**src/rtl/ddr3_write_sequencer_pkg.sv**
```systemverilog
// Shared command encodings, FSM states and default timing for the DDR3 write sequencer.
package ddr3_pkg;

  localparam int T_RCD_DEF  = 11;
  localparam int T_CCD_DEF  = 4;
  localparam int T_WRAP_DEF = 16;
  localparam int T_RP_DEF   = 11;

  typedef enum logic [1:0] {
    CMD_NOP = 2'b00,
    CMD_ACT = 2'b01,
    CMD_WR  = 2'b10,
    CMD_PRE = 2'b11
  } cmd_e;

  typedef enum logic [2:0] {
    S_IDLE, S_PRE, S_WAIT_RP, S_ACT, S_WAIT_RCD, S_WRITE, S_WAIT_CCD, S_WAIT_WRAP
  } state_e;

  typedef struct packed {
    logic [2:0]  bank;
    logic [14:0] row;
    logic [9:0]  col;
    logic [15:0] data;
    logic        close;
  } wr_req_t;

  function automatic int max4(input int a, input int b, input int c, input int d);
    int m;
    m = a;
    if (b > m) m = b;
    if (c > m) m = c;
    if (d > m) m = d;
    return m;
  endfunction

endpackage

```
**src/rtl/ddr3_write_sequencer_if.sv**
```systemverilog
// Host request / command-encoder bus of the write sequencer.
interface ddr3_write_sequencer_if;
  logic        req_valid;
  logic        req_ready;
  logic [2:0]  req_bank;
  logic [14:0] req_row;
  logic [9:0]  req_col;
  logic [15:0] req_data;
  logic        req_close;
  logic        cmd_valid;
  logic [1:0]  cmd;
  logic [2:0]  cmd_bank;
  logic [14:0] cmd_row;
  logic [9:0]  cmd_col;
  logic        cmd_ap;
  logic [15:0] cmd_data;
  logic        busy;

  modport slave (
    input  req_valid, req_bank, req_row, req_col, req_data, req_close,
    output req_ready, cmd_valid, cmd, cmd_bank, cmd_row, cmd_col, cmd_ap, cmd_data, busy
  );

  modport master (
    output req_valid, req_bank, req_row, req_col, req_data, req_close,
    input  req_ready, cmd_valid, cmd, cmd_bank, cmd_row, cmd_col, cmd_ap, cmd_data, busy
  );
endinterface

```
**src/rtl/ddr3_write_sequencer_timer.sv**
```systemverilog
// Loadable down-counter that parks at zero; zero flag is combinational on the count.
module ddr3_timer #(
  parameter int W = 4
) (
  input  logic         clk,
  input  logic         areset_n,
  input  logic         load,
  input  logic [W-1:0] load_val,
  output logic         zero
);
  logic [W-1:0] cnt_q, cnt_d;

  always_comb begin
    cnt_d = cnt_q;
    if (load)              cnt_d = load_val;
    else if (cnt_q != '0)  cnt_d = cnt_q - W'(1);
  end

  always_ff @(posedge clk or negedge areset_n) begin
    if (!areset_n) cnt_q <= '0;
    else           cnt_q <= cnt_d;
  end

  assign zero = (cnt_q == '0);
endmodule

```
**src/rtl/ddr3_write_sequencer.sv**
```systemverilog
// Single-bank-at-a-time DDR3 write sequencer: open-row tracking, PRE/ACT/WR issue with
// exact tRP/tRCD/tCCD/write-recovery spacing from one shared down-counter.
module ddr3_write_sequencer
  import ddr3_pkg::*;
#(
  parameter int T_RCD  = T_RCD_DEF,
  parameter int T_CCD  = T_CCD_DEF,
  parameter int T_WRAP = T_WRAP_DEF,
  parameter int T_RP   = T_RP_DEF
) (
  input  logic                   clk,
  input  logic                   areset_n,
  ddr3_write_sequencer_if.slave  bus
);
  localparam int CW = $clog2(max4(T_RCD, T_CCD, T_WRAP, T_RP));

  state_e      state_q, state_d;
  wr_req_t     req_q, req_d;
  logic        open_valid_q, open_valid_d;
  logic [2:0]  open_bank_q, open_bank_d;
  logic [14:0] open_row_q, open_row_d;
  logic        tmr_load, tmr_zero;
  logic [CW-1:0] tmr_val;
  logic        accept, row_hit;

  // Wait states last T-1 cycles, so the counter is loaded with T-2 and exits on zero.
  ddr3_timer #(.W(CW)) u_timer (
    .clk(clk), .areset_n(areset_n), .load(tmr_load), .load_val(tmr_val), .zero(tmr_zero)
  );

  assign accept  = (state_q == S_IDLE) && bus.req_valid;
  assign row_hit = open_valid_q && (open_bank_q == bus.req_bank) && (open_row_q == bus.req_row);

  always_ff @(posedge clk or negedge areset_n) begin
    if (!areset_n) state_q <= S_IDLE;
    else           state_q <= state_d;
  end

  always_comb begin
    state_d = state_q;
    unique case (state_q)
      S_IDLE:      if (accept) state_d = row_hit ? S_WRITE : (open_valid_q ? S_PRE : S_ACT);
      S_PRE:       state_d = S_WAIT_RP;
      S_WAIT_RP:   if (tmr_zero) state_d = S_ACT;
      S_ACT:       state_d = S_WAIT_RCD;
      S_WAIT_RCD:  if (tmr_zero) state_d = S_WRITE;
      S_WRITE:     state_d = req_q.close ? S_WAIT_WRAP : S_WAIT_CCD;
      S_WAIT_CCD,
      S_WAIT_WRAP: if (tmr_zero) state_d = S_IDLE;
      default:     state_d = S_IDLE;
    endcase
  end

  always_comb begin
    bus.req_ready = (state_q == S_IDLE);
    bus.busy      = (state_q != S_IDLE);
    bus.cmd_valid = 1'b0;
    bus.cmd       = CMD_NOP;
    unique case (state_q)
      S_PRE:   begin bus.cmd_valid = 1'b1; bus.cmd = CMD_PRE; end
      S_ACT:   begin bus.cmd_valid = 1'b1; bus.cmd = CMD_ACT; end
      S_WRITE: begin bus.cmd_valid = 1'b1; bus.cmd = CMD_WR;  end
      default: ;
    endcase
  end

  always_comb begin
    req_d        = req_q;
    open_valid_d = open_valid_q;
    open_bank_d  = open_bank_q;
    open_row_d   = open_row_q;
    tmr_load     = 1'b0;
    tmr_val      = '0;
    if (accept)
      req_d = '{bank: bus.req_bank, row: bus.req_row, col: bus.req_col,
                data: bus.req_data, close: bus.req_close};
    unique case (state_q)
      S_PRE: begin
        open_valid_d = 1'b0;
        tmr_load     = 1'b1;
        tmr_val      = CW'(T_RP - 2);
      end
      S_ACT: begin
        open_valid_d = 1'b1;
        open_bank_d  = req_q.bank;
        open_row_d   = req_q.row;
        tmr_load     = 1'b1;
        tmr_val      = CW'(T_RCD - 2);
      end
      S_WRITE: begin
        if (req_q.close) open_valid_d = 1'b0;
        tmr_load = 1'b1;
        tmr_val  = req_q.close ? CW'(T_WRAP - 2) : CW'(T_CCD - 2);
      end
      default: ;
    endcase
  end

  always_ff @(posedge clk or negedge areset_n) begin
    if (!areset_n) begin
      req_q        <= '0;
      open_valid_q <= 1'b0;
      open_bank_q  <= '0;
      open_row_q   <= '0;
    end else begin
      req_q        <= req_d;
      open_valid_q <= open_valid_d;
      open_bank_q  <= open_bank_d;
      open_row_q   <= open_row_d;
    end
  end

  assign bus.cmd_bank = req_q.bank;
  assign bus.cmd_row  = req_q.row;
  assign bus.cmd_col  = req_q.col;
  assign bus.cmd_ap   = req_q.close;
  assign bus.cmd_data = req_q.data;
endmodule
```
**src/flat_wrapper.sv**
```systemverilog
// flat-port wrapper written by rule: the top's interface ports become plain ports
module ddr3_write_sequencer_flat import ddr3_pkg::*;
#(
  parameter int T_RCD  = T_RCD_DEF,
  parameter int T_CCD  = T_CCD_DEF,
  parameter int T_WRAP = T_WRAP_DEF,
  parameter int T_RP   = T_RP_DEF
)
  (clk, areset_n, bus_req_valid, bus_req_bank, bus_req_row, bus_req_col, bus_req_data, bus_req_close, bus_req_ready, bus_cmd_valid, bus_cmd, bus_cmd_bank, bus_cmd_row, bus_cmd_col, bus_cmd_ap, bus_cmd_data, bus_busy);
  ddr3_write_sequencer_if bus_i ();
  input  logic clk;
  input  logic areset_n;
  input wire logic [$bits(bus_i.req_valid)-1:0] bus_req_valid;
  input wire logic [$bits(bus_i.req_bank)-1:0] bus_req_bank;
  input wire logic [$bits(bus_i.req_row)-1:0] bus_req_row;
  input wire logic [$bits(bus_i.req_col)-1:0] bus_req_col;
  input wire logic [$bits(bus_i.req_data)-1:0] bus_req_data;
  input wire logic [$bits(bus_i.req_close)-1:0] bus_req_close;
  output wire logic [$bits(bus_i.req_ready)-1:0] bus_req_ready;
  output wire logic [$bits(bus_i.cmd_valid)-1:0] bus_cmd_valid;
  output wire logic [$bits(bus_i.cmd)-1:0] bus_cmd;
  output wire logic [$bits(bus_i.cmd_bank)-1:0] bus_cmd_bank;
  output wire logic [$bits(bus_i.cmd_row)-1:0] bus_cmd_row;
  output wire logic [$bits(bus_i.cmd_col)-1:0] bus_cmd_col;
  output wire logic [$bits(bus_i.cmd_ap)-1:0] bus_cmd_ap;
  output wire logic [$bits(bus_i.cmd_data)-1:0] bus_cmd_data;
  output wire logic [$bits(bus_i.busy)-1:0] bus_busy;
  assign bus_i.req_valid = bus_req_valid;
  assign bus_i.req_bank = bus_req_bank;
  assign bus_i.req_row = bus_req_row;
  assign bus_i.req_col = bus_req_col;
  assign bus_i.req_data = bus_req_data;
  assign bus_i.req_close = bus_req_close;
  assign bus_req_ready = bus_i.req_ready;
  assign bus_cmd_valid = bus_i.cmd_valid;
  assign bus_cmd = bus_i.cmd;
  assign bus_cmd_bank = bus_i.cmd_bank;
  assign bus_cmd_row = bus_i.cmd_row;
  assign bus_cmd_col = bus_i.cmd_col;
  assign bus_cmd_ap = bus_i.cmd_ap;
  assign bus_cmd_data = bus_i.cmd_data;
  assign bus_busy = bus_i.busy;
  ddr3_write_sequencer #(.T_RCD(T_RCD), .T_CCD(T_CCD), .T_WRAP(T_WRAP), .T_RP(T_RP)) u_core (.clk(clk), .areset_n(areset_n), .bus(bus_i));
endmodule
```
**config.mk**
```make
export PLATFORM = sky130hd
export DESIGN_NAME = ddr3_write_sequencer_flat
export DESIGN_NICKNAME = d
export VERILOG_FILES = /design/src/rtl/ddr3_write_sequencer_pkg.sv /design/src/rtl/ddr3_write_sequencer_if.sv /design/src/rtl/ddr3_write_sequencer_timer.sv /design/src/rtl/ddr3_write_sequencer.sv /design/src/flat_wrapper.sv
export SDC_FILE = /design/constraint.sdc
export NUM_CORES = 1
export LEC_CHECK = 0
export BUFFER_PORTS_ARGS = -buffer_cell sky130_fd_sc_hd__buf_2
export CAP_MARGIN = 20
export CORE_MARGIN = 5
export CORE_UTILIZATION = 30
export DETAILED_ROUTE_END_ITERATION = 7
export GPL_ROUTABILITY_DRIVEN = 0
export PLACE_DENSITY_LB_ADDON = 0.12
export SLEW_MARGIN = 20
export SYNTH_ARGS = -nofsm -noshare
export SYNTH_HDL_FRONTEND = slang
export SYNTH_HIERARCHICAL = 1
export SYNTH_SLANG_ARGS = --single-unit
```
**constraint.sdc**
```tcl
create_clock -name clk -period 3 [get_ports clk]
set_input_delay 0 -clock clk [delete_from_list [all_inputs] [get_ports clk]]
set_output_delay 0 -clock clk [all_outputs]
set_load 0.005 [all_outputs]
```
==> flow_summary.json <==
{
  "regArea_um2": 1777,
  "core_area_um2": 10840,
  "max_cap_viol_count": 0,
  "n_fill_cell": 1033,
  "clock_tree.buffer_depth": 2,
  "wl_um": 7288,
  "fin_cells": 502,
  "clock_latency_ns": 0.34,
  "die-area_um2": 13300,
  "cts_buffers": 9,
  "synth-edff-count": 0,
  "htreeDepth": 3,
  "grt_first_pass_wirelength_um": 12110,
  "rsz0062_at_grt": "false",
  "diodes": 0,
  "area_growth_pct": 36.99,
  "antenna_found_initial": 0,
  "ys_types": 38,
  "rows": 38,
  "cts.sinks": 71,
  "post-route-period-util": 0.6572,
  "start_util": 0.3070,
  "drt_iter0_markers": 51,
  "grt-ovfl-total": 0,
  "ant_nets": 0,
  "max_freq_mhz": 507.2,
  "timing.critical_path.buf_inv": 1,
  "hold_class": "in2async",
  "layout.nets": 406,
  "io_buffers": 97,
  "ys.warnings.count": 6,
  "synth_nets": 261,
  "vias": 2150,
  "io_pins": 98,
  "crit_path_start_kind": "flop",
  "status": "completed",
  "drive_above_1_share": 0.5138,
  "synth.avg_cell_area_um2": 15.70,
  "synth.ff_latch_count": 71,
  "cp.arrival_ns": 2.20,
  "firstDrtPassIters": 4,
  "finalSetupTns_ns": 0,
  "async_flop_share": 1.000,
  "grt_max_degree": 72,
  "worst_pin_slew_ns": 0.9097,
  "hold_violations": 0,
  "track_usage": 0.1165,
  "ys_seq_area_frac": 0.5338,
  "postCtsSetupBuffers": 0,
  "finalMaxSlewViolations": 0,
  "dp.cells": 439,
  "dpl.hpwl_um": 4891,
  "critPathMaxStageDelay_ns": 0.51,
  "path_class": "reg2reg",
  "power_density_nw_per_um2": 950.7,
  "cts.clk_slew.worst_paths_ns": 0.08,
  "critPathMaxFanout": 27,
  "crit_family": "simple AND/OR/NAND/NOR gates",
  "netlist_area_um2": 3328,
  "cp_slowest_cell": "dfrtp_1",
  "netlist_instances": 212,
  "finalSetupViolCount": 0,
  "multi_input_area_um2": 1391,
  "final_common_cell": "buf_2",
  "die_w_um": 115.3,
  "root_buffer": "clkbuf_8",
  "wire_per_inst_um": 14.52,
  "crit_chain": "nor3_4 > and2_4 > buf_12 > mux2_2",
  "slew_headroom": 0.3936,
  "synth_flop_cell": "dfrtp_1",
  "p_leak_uw": 0.002188,
  "drc_errors": 0,
  "cp-end-kind": "flop",
  "fin_crit_ns": 1.972,
  "skew_ns": 0.01026,
  "grt_pass1_vias": 2381,
  "critPathRequiredTime_ns": 3.23,
  "die_h_um": 115.3,
  "peakVddDrop_uv": 363.6,
  "vias_per_cell": 4.283,
  "mostFrequentLayoutCells": "buf_2 (96), dfrtp_1 (71), mux2_4 (49)",
  "cts_tree": "yes"
}
-- sequential cells by signal (all words and copies together), names as in the netlist --
| register | flops |
|---|---|
| u_core/bus.cmd_ap | 1 |
| u_core/bus.cmd_bank | 3 |
| u_core/bus.cmd_col | 10 |
| u_core/bus.cmd_data | 16 |
| u_core/bus.cmd_row | 15 |
| u_core/open_bank_q | 3 |
| u_core/open_row_q | 15 |
| u_core/open_valid_q | 1 |
| u_core/state_q | 3 |
| u_core/u_timer/cnt_q | 4 |
-- final timing paths --
path | startpoint | to | slack (ns) | cells after the start
min | areset_n | u_core/bus.cmd_col[9] | 0.33 | 2
min in group clk | bus_req_data[1] | u_core/bus.cmd_data[1] | 0.42 | 3
min reg2reg | u_core/bus.cmd_data[13] | u_core/bus.cmd_data[13] | 0.50 | 1
max | u_core/state_q[1] | u_core/bus.cmd_data[12] | 1.03 | 4
max in group asynchronous | areset_n | u_core/bus.cmd_ap | 2.07 | 2
max reg2reg | u_core/state_q[1] | u_core/bus.cmd_data[12] | 1.03 | 4
-- logic make-up after synthesis --
family | count (synthesis) | synth area share
simple gates | 25 | 0.05452
flops | 71 | 0.5338
fa+ha+maj | 1 | 0.003759
compound gates | 13 | 0.02556
buf+inv | 15 | 0.04812
mux | 68 | 0.2842
xor+xnor | 19 | 0.05000
-- synth_stat cells (3+ instances only) --
cell | n | area, µm²
o21ai_0 | 3 | 15.01
nand4_1 | 3 | 18.77
mux2_2 | 16 | 180.2
mux2_4 | 49 | 735.7
nor3_1 | 3 | 15.01
buf_12 | 5 | 100.1
mux2i_1 | 3 | 30.03
xor2_1 | 6 | 52.55
inv_1 | 4 | 15.01
xnor2_1 | 13 | 113.9
dfrtp_1 | 71 | 1777
-- cell type report --
type	count	share of cell area
clock buffer	11	0.03101
sequential	71	0.3897
tap	140	0.03842
timing repair buffer	145	0.2146
inverter	4	0.003293
multi-input combinational	126	0.3052
clock inverter	5	0.01784
-- metrics by stage --
step / utilization / area (µm²) / hold WS (ns) / power (µW) / setup WS, ns
after floorplan: - / 3328 / -0.2956 / 2955 / 1.322
after global placement: 0.3566 / 3866 / 0.2150 / 3457 / 1.041
after detailed placement: 0.3566 / 3866 / 0.2006 / 3483 / 1.016
after CTS: 0.4206 / 4559 / 0.3644 / 4411 / 1.004
after global routing: 0.4206 / 4559 / 0.4142 / 4650 / 0.9259
final: 0.4206 / 4559 / 0.3268 / 4335 / 1.029
-- power by group --
| group | switching [µW] | total, µW | leakage, µW | internal, µW |
|---|---|---|---|---|
| Clock | 359 | 851 | 0.000110 | 491 |
| Sequential | 370 | 1800 | 0.000868 | 1430 |
| Combinational | 581 | 1680 | 0.00121 | 1100 |
| Total | 1310 | 4330 | 0.00219 | 3020 |
-- what timing repair did --
item                                   4_1_cts  5_1_grt
resized for setup                            0        0
endpoints found under the hold margin      117        0
hold buffers                                47        0
-- layer usage --
metal	vias to the layer above	global-route usage	share of wire
li1	1032	-	-
met1	1057	0.1497	0.45
met2	54	0.1894	0.49
met3	7	0.03684	0.056
met4	0	0.03286	0.0093
met5	-	0	0
(Power assumes the default switching activity.)
